==> src/rtl/float_to_fixed.sv <==
// float_to_fixed: streaming IEEE-style float -> signed fixed-point converter.
// 3-stage pipeline (decode, align, round/saturate) with valid/ready on both sides.
// Ports: aclk/aresetn (sync, active-high), s_axis_a_* float in,
//        m_axis_result_* fixed out, flag = {nan, overflow, inexact}.
module float_to_fixed #(
   parameter int EXP = 5,
   parameter int FRA = 10,
   parameter int IW  = 8,
   parameter int FW  = 8
) (
   input  logic                 aclk,
   input  logic                 aresetn,
   input  logic [EXP+FRA:0]     s_axis_a_tdata,
   input  logic                 s_axis_a_tvalid,
   output logic                 s_axis_a_tready,
   output logic [IW+FW-1:0]     m_axis_result_tdata,
   output logic                 m_axis_result_tvalid,
   input  logic                 m_axis_result_tready,
   output logic [2:0]           flag
);
   localparam int WID  = IW + FW;
   localparam int DW   = EXP + FRA + 1;
   localparam int MW   = FRA + 1;
   localparam int AW   = MW + WID + 1;
   localparam int BIAS = 2**(EXP-1) - 1;
   localparam int SW   = EXP + $clog2(AW + FRA + FW + 4) + 2;

   localparam logic signed [SW-1:0] OFFS = SW'(BIAS + FRA - FW);
   localparam logic signed [SW-1:0] LMAX = SW'(WID + 1);
   localparam logic signed [SW-1:0] RMAX = SW'(FRA + 2);
   localparam logic [WID+1:0] NEGLIM = {2'b00, 1'b1, {(WID-1){1'b0}}};
   localparam logic [WID+1:0] POSLIM = NEGLIM - 1'b1;

   logic w_en;
   assign w_en            = !m_axis_result_tvalid || m_axis_result_tready;
   assign s_axis_a_tready = w_en && !aresetn;

   // stage 1: decode
   logic                 w_s;
   logic [EXP-1:0]       w_e;
   logic [FRA-1:0]       w_f;
   logic                 w_ezero;
   logic                 w_eones;
   logic [EXP-1:0]       w_emax;
   logic signed [SW-1:0] w_sh;

   assign w_s     = s_axis_a_tdata[DW-1];
   assign w_e     = s_axis_a_tdata[DW-2:FRA];
   assign w_f     = s_axis_a_tdata[FRA-1:0];
   assign w_ezero = (w_e == '0);
   assign w_eones = &w_e;
   assign w_emax  = w_ezero ? {{(EXP-1){1'b0}}, 1'b1} : w_e;
   // shift that places the significand in units of 2^-FW
   assign w_sh    = $signed({{(SW-EXP){1'b0}}, w_emax}) - OFFS;

   logic                 r1_v, r1_s, r1_nan, r1_inf;
   logic [MW-1:0]        r1_m;
   logic signed [SW-1:0] r1_sh;

   // stage 2: align
   logic                 w_left;
   logic signed [SW-1:0] w_lc, w_rn, w_rc;
   logic [AW-1:0]        w_lwide;
   logic [2*MW:0]        w_rwide;
   logic [AW-1:0]        w_aw;

   assign w_left  = !r1_sh[SW-1];
   assign w_lc    = (r1_sh > LMAX) ? LMAX : r1_sh;
   assign w_rn    = -r1_sh;
   assign w_rc    = (w_rn > RMAX) ? RMAX : w_rn;
   // left shift clamped: anything pushed past WID lands in the overflow bits
   assign w_lwide = {{(WID+1){1'b0}}, r1_m} << w_lc;
   // right shift into a zero tail: [MW] is guard, below it sticky
   assign w_rwide = {r1_m, {(MW+1){1'b0}}} >> w_rc;
   assign w_aw    = w_left ? w_lwide
                           : {{(AW-MW){1'b0}}, w_rwide[2*MW:MW+1]};

   logic           r2_v, r2_s, r2_nan, r2_inf;
   logic           r2_big, r2_g, r2_st;
   logic [WID:0]   r2_mag;

   // stage 3: round, sign, saturate
   logic           w_inc;
   logic [WID+1:0] w_sum;
   logic           w_ovf;
   logic [WID-1:0] w_d;
   logic [2:0]     w_fl;

   assign w_inc = r2_g && (r2_st || r2_mag[0]);
   assign w_sum = {1'b0, r2_mag} + {{(WID+1){1'b0}}, w_inc};
   // -2^(WID-1) is representable, +2^(WID-1) is not
   assign w_ovf = r2_inf || r2_big ||
                  (r2_s ? (w_sum > NEGLIM) : (w_sum > POSLIM));

   always_comb begin
      w_d  = '0;
      w_fl = 3'b000;
      unique case (1'b1)
         r2_nan: begin
            w_d  = '0;
            w_fl = 3'b100;
         end
         (!r2_nan && w_ovf): begin
            w_d  = r2_s ? {1'b1, {(WID-1){1'b0}}}
                        : {1'b0, {(WID-1){1'b1}}};
            w_fl = 3'b010;
         end
         default: begin
            w_d  = r2_s ? ({WID{1'b0}} - w_sum[WID-1:0])
                        : w_sum[WID-1:0];
            w_fl = {2'b00, r2_g || r2_st};
         end
      endcase
   end

   logic           r_ov;
   logic [WID-1:0] r_od;
   logic [2:0]     r_of;

   always_ff @(posedge aclk) begin
      if (aresetn) begin
         r1_v   <= 1'b0;
         r1_s   <= 1'b0;
         r1_nan <= 1'b0;
         r1_inf <= 1'b0;
         r1_m   <= '0;
         r1_sh  <= '0;
         r2_v   <= 1'b0;
         r2_s   <= 1'b0;
         r2_nan <= 1'b0;
         r2_inf <= 1'b0;
         r2_big <= 1'b0;
         r2_g   <= 1'b0;
         r2_st  <= 1'b0;
         r2_mag <= '0;
         r_ov   <= 1'b0;
         r_od   <= '0;
         r_of   <= '0;
      end else if (w_en) begin
         r1_v   <= s_axis_a_tvalid;
         r1_s   <= w_s;
         r1_nan <= w_eones && (w_f != '0);
         r1_inf <= w_eones && (w_f == '0);
         r1_m   <= {!w_ezero, w_f};
         r1_sh  <= w_sh;
         r2_v   <= r1_v;
         r2_s   <= r1_s;
         r2_nan <= r1_nan;
         r2_inf <= r1_inf;
         r2_mag <= w_aw[WID:0];
         r2_big <= |w_aw[AW-1:WID+1];
         r2_g   <= !w_left && w_rwide[MW];
         r2_st  <= !w_left && (|w_rwide[MW-1:0]);
         r_ov   <= r2_v;
         r_od   <= w_d;
         r_of   <= w_fl;
      end
   end

   assign m_axis_result_tvalid = r_ov;
   assign m_axis_result_tdata  = r_od;
   assign flag                 = r_of;
endmodule

==> config.mk <==
export PLATFORM = sky130hd
export DESIGN_NAME = float_to_fixed
export DESIGN_NICKNAME = d
export VERILOG_FILES = /design/src/rtl/float_to_fixed.sv
export SDC_FILE = /design/constraint.sdc
export NUM_CORES = 1
export LEC_CHECK = 0
export CORE_UTILIZATION = 55
export DETAILED_ROUTE_END_ITERATION = 10
export HOLD_SLACK_MARGIN = 0.03
export PLACE_DENSITY = 0.76
export SETUP_SLACK_MARGIN = 0.1
export SYNTH_ARGS = -nofsm -noshare
export SYNTH_HDL_FRONTEND = slang
export SYNTH_SLANG_ARGS = --single-unit
==> constraint.sdc <==
create_clock -name aclk -period 4.8 [get_ports aclk]
set_input_delay 0.96 -clock aclk [delete_from_list [all_inputs] [get_ports aclk]]
set_output_delay 0.96 -clock aclk [all_outputs]
set_load 0.05 [all_outputs]
# Word-level counts from Yosys, hierarchy flattened

Cells that the tools add are included.

Bits of input ports: 20
Output and inout bits: 21
Register bits after elaboration: 72
Logic and storage cells: 58

Add/sub/neg operators: 4
Order comparisons: 4
Shifts and indexed selects: 2
Reduce and logical (&&, ||, !) cells: 22
Muxes and demuxes: 9

Operators with widths:

| cell                    | number |
|---|---|
| $mux W16                | 2 |
| $pmux W16 S2            | 1 |
| $mux W28                | 1 |
| $shl A11 B13 Y28        | 1 |
| $mux W13                | 2 |
| $shr A23 B13 Y23        | 1 |
| $reduce_or A11 Y1       | 2 |
| $add A17 B1 Y18         | 1 |
| $gt A18 B15 Y1 const B  | 1 |
| $gt A18 B16 Y1 const B  | 1 |
| $sub A1 B16 Y16 const A | 1 |
| $gt A13 B5 Y1 const B   | 1 |
| $gt A13 B6 Y1 const B   | 1 |
| $neg A13 Y13            | 1 |
| $logic_not A10 Y1       | 1 |
| $reduce_bool A10 Y1     | 1 |
| $logic_and A1 B1 Y1     | 7 |
| $pmux W3 S2             | 1 |
| $sub A5 B5 Y6 const B   | 1 |
| $logic_not A5 Y1        | 1 |
| $logic_or A1 B1 Y1      | 5 |
| $mux W5                 | 1 |
| $reduce_and A5 Y1       | 1 |
| $logic_not A1 Y1        | 4 |
| $mux W1                 | 1 |

# Longest topological paths before layout

Depth in word-level cells: 8
Gate-level depth with buffers: 15
Gate-level depth less buffers: 12

# Worst setup path before layout

OpenSTA, ideal clock, no wires.

Path kind: register to register
From: register r1_sh[0]
To: register r2_st
Stages on the path, launching flop included: 15
Setup slack: 1.458 ns
Arrival time: 3.208 ns
Library setup time: 0.134 ns
Required time: 4.666 ns
Period minus slack after synthesis: 3.342 ns
Path buffers: 3
Cells stage by stage: dfxtp_1 -> clkbuf_1 -> inv_1 -> clkbuf_1 -> ha_1 -> buf_6 -> or3b_4 -> a32o_2 -> a2111o_1 -> mux2_4 -> a32o_2 -> o21ai_2 -> o211ai_1 -> o22ai_1 -> a311oi_1

Word-level cells in the longest chain between the ends: 6

Ends and longest elaborated chain:

| what                     | RTL line | source |
|---|---|---|
| start: declaration       | 58       | `logic signed [SW-1:0] r1_sh;` |
| start signal: assignment | 145      | `r1_sh <= w_sh;` |
| $neg A13 Y13 (*)         | 69       | `assign w_rn = -r1_sh;` |
| $gt A13 B5 Y1            | 70       | `assign w_rc = (w_rn > RMAX) ? RMAX : w_rn;` |
| $mux W13 (*)             | 70       |  |
| $shr A23 B13 Y23 (*)     | 74       | `assign w_rwide = {r1_m, {(MW+1){1'b0}}} >> w_rc;` |
| $reduce_or A11 Y1 (*)    | 153      | `r2_st <= !w_left && (\|w_rwide[MW-1:0]);` |
| $logic_and A1 B1 Y1 (*)  | 153      |  |
| end signal: assignment   | 153      |  |
| end: declaration         | 79       | `logic r2_big, r2_g, r2_st;` |

Mark *: on every way between the ends. The rest lies on a longest branch, timed or not.
A chain may end at the register's enable or synchronous reset.

# Worst setup path in the final report

Ends and elaborated chain as after synthesis.

==> flow_summary.json <==
{
  "status": "finished, final reports clean",
  "worstMarginPinSlew_ns": 0.9661,
  "leakage_uw": 0.002091,
  "ir_worst_vdd_mv": 0.1740,
  "end_kind": "flop",
  "final-seq-area_um2": 1301,
  "p_comb_share_pct": 34.4,
  "grt_start_max_net_pins": 67,
  "grt.total_usage_pct": 30.96,
  "tritoncts": "yes",
  "nNetsFinal": 746,
  "antenna_cells": 0,
  "synth_most_common_cell": "nand2_1",
  "synthCells": 714,
  "skew_ns": 0.01424,
  "cts.clk_slew.worst_paths_ns": 0.08,
  "ys_warn_count": 0,
  "slew_violations": 0,
  "drc": 0,
  "cts_max_level": 3,
  "dr.pass1.iters": 5,
  "grt_pass1_wl_um": 24280,
  "io_pins": 41,
  "grt_overflow": 0,
  "worstPathMaxFanout": 22,
  "cts-root-buf": "clkbuf_8",
  "synth.area.top_cells": "dfxtp_1 25%, nand2_1 6.8%, a21oi_1 6.6%, nor2_1 6.0%, nor3_1 4.4%",
  "cts_hold_buf": 0,
  "seqPwrFrac_pct": 37.2,
  "worstSetupStartpointType": "flop",
  "postCtsResizedCells": 0,
  "gp_congestion": 0.9462,
  "post-route-period-util_pct": 86.10,
  "min_path_cells": 2,
  "r2r_setup_slack_ns": 0.67,
  "timing.fmax_mhz": 242.0,
  "cts_made_buffers": 9,
  "internal_power_uw": 1055,
  "switching_share_pct": 38.45,
  "coreArea_um2": 8891,
  "grt_setup_unrepaired": "no",
  "area_growth_pct": 10.01,
  "preCtsSetupSlack_ns": 0.8014,
  "cts_sinks": 65,
  "multiInputGateArea_um2": 3498,
  "p_clk_share_pct": 28.4,
  "power.switching_uw": 659.3,
  "layout-drive-gt1-share_pct": 8.160,
  "dr.first_iter.drc_count": 440,
  "yosys-top-cells-count": "93 x nand2_1, 82 x nor2_1, 68 x a21oi_1",
  "dp_hpwl_um": 10630,
  "path_class": "reg -> reg",
  "synth_edf_count": 0,
  "portBuffers": 40,
  "syn_nets": 742,
  "fillers": 799,
  "cts_buffer_depth": 2,
  "hold_viol_final": 0,
  "period_needed_ns": 4.133,
  "drv_cap": 0,
  "worstPathArrival_ns": 4.34,
  "hp-class": "reg -> reg",
  "final_util_pct": 63.58,
  "cts_setup_buffers": 0,
  "num_rows": 34,
  "synth-seq-cells": 65,
  "netlist_area_um2": 5139,
  "p_per_area_nw_per_um2": 303.3,
  "worstPathRequired_ns": 5.01,
  "die_w_um": 98.66,
  "dieArea_um2": 9734,
  "hold_ws_ns": 0.4560,
  "ff2ff_path_depth": 10,
  "die_y_um": 98.66,
  "async_flop_share_pct": 0,
  "avgViaCountPerCell": 6.515,
  "yosysUniqueCellTypes": 83,
  "min_to": "r2_inf",
  "yosys.area.top_type_share_pct": 25.32,
  "post_drt_wl_per_cell_um": 17.87,
  "clkLatencyLatePin_ns": 0.35,
  "holdCritStartpoint": "r1_inf",
  "num_vias": 5414,
  "synth_area_per_cell_um2": 7.197,
  "ys_seq_area_share_pct": 25.32,
  "grt_pass1_vias": 4988,
  "ant_nets": 0,
  "reg2reg_from": "r1_sh[0]",
  "setup_viol": 0,
  "start_util_pct": 57.80,
  "synth_top_cell_by_area": "dfxtp_1",
  "reg2reg_to": "r2_st",
  "fin_ws_ns": 0.6673,
  "wirelength_um": 14850,
  "synth_flop_cell": "dfxtp_1",
  "max_slew_margin_pct": 35.13,
  "tns_ns": 0,
  "grt_antenna_before_repair": 0
}
-- power by group through the flow --
stage	clock, µW	combinational [µW]	sequential [µW]
floorplan	0	407	675
global placement	0	569	646
detailed placement	0	575	648
CTS	496	579	635
global route	521	639	643
finish	487	590	638
-- how the worst max path moves through the flow --
| stage | startpoint | endpoint | depth (start not counted) |
|---|---|---|---|
| global placement | r1_sh[0] | r2_st | 10 |
| finish | r1_sh[0] | r2_st | 10 |
| floorplan | r1_sh[0] | r2_st | 14 |
| global route | r1_sh[0] | r2_st | 10 |
| CTS | r1_sh[0] | r2_st | 10 |
| detailed placement | r1_sh[0] | r2_st | 10 |
-- flip-flops by register name, summed over array words and instances (netlist names) --
| signal | flops |
|---|---|
| r2_mag | 17 |
| m_axis_result_tdata | 16 |
| r1_m | 11 |
| r1_sh | 6 |
| flag | 3 |
| m_axis_result_tvalid | 1 |
| r1_inf | 1 |
| r1_nan | 1 |
| r1_s | 1 |
| r1_v | 1 |
| r2_big | 1 |
| r2_g | 1 |
| r2_inf | 1 |
| r2_nan | 1 |
| r2_s | 1 |
| r2_st | 1 |
| r2_v | 1 |
-- layer usage --
layer | vias to the layer above | share of wire (%) | global-route usage [%]
li1 | 2585 | - | -
met1 | 2532 | 45 | 42.39
met2 | 260 | 45 | 49.02
met3 | 37 | 8.2 | 4.894
met4 | 0 | 2.3 | 12.06
met5 | - | 0 | 0
-- logic make-up after synthesis --
kind of cell	count (synthesis)	synth area share (%)
flip-flops	65	25.32
XOR/XNOR	35	5.966
multiplexers	24	5.162
adder cells (fa/ha/maj)	8	1.948
AO/OA/AOI/OAI	210	27.54
AND/OR/NAND/NOR	299	27.27
buffers and inverters	73	6.793
-- metrics by stage --
stage | instances | area, µm² | power, µW
CTS | 831 | 5653 | 1710
global placement | 815 | 5450 | 1215
detailed placement | 815 | 5450 | 1223
floorplan | 714 | 5139 | 1082
finish | 831 | 5653 | 1714
global route | 831 | 5653 | 1803
-- worst max-delay path, stage by stage, from the launching register on --
cell,delay (ns)
dfxtp_1,0.81
inv_1,0.40
ha_1,0.70
clkinv_1,0.36
a2111o_1,0.57
mux2_4,0.34
a32o_2,0.25
o21ai_2,0.14
o211ai_1,0.11
o22ai_1,0.19
a311oi_1,0.11
-- area by class of cell --
cell class	count	share of cell area, %
Clock buffer	10	2.435
Clock inverter	6	1.151
Timing Repair Buffer	46	7.791
Multi-Input combinational cell	576	61.89
Tap cell	108	2.390
Sequential cell	65	23.02
Inverter	20	1.328
-- cell usage in the layout, fill, tap and decap left out, types with 7 or more instances in the layout --
cell	netlist	final
a21oi_1	68	68
nor2_1	82	82
a22oi_1	10	10
o21ai_0	38	38
xor2_1	15	15
nor3_1	45	45
ha_1	8	8
a31oi_1	7	7
inv_1	19	19
xnor2_1	20	20
dfxtp_1	65	65
mux2i_1	16	16
clkbuf_8	4	10
nand2_1	93	93
clkdlybuf4s50_1	0	39
nand3_1	26	26
a211oi_1	10	10
Power figures use the tool's default switching activity.
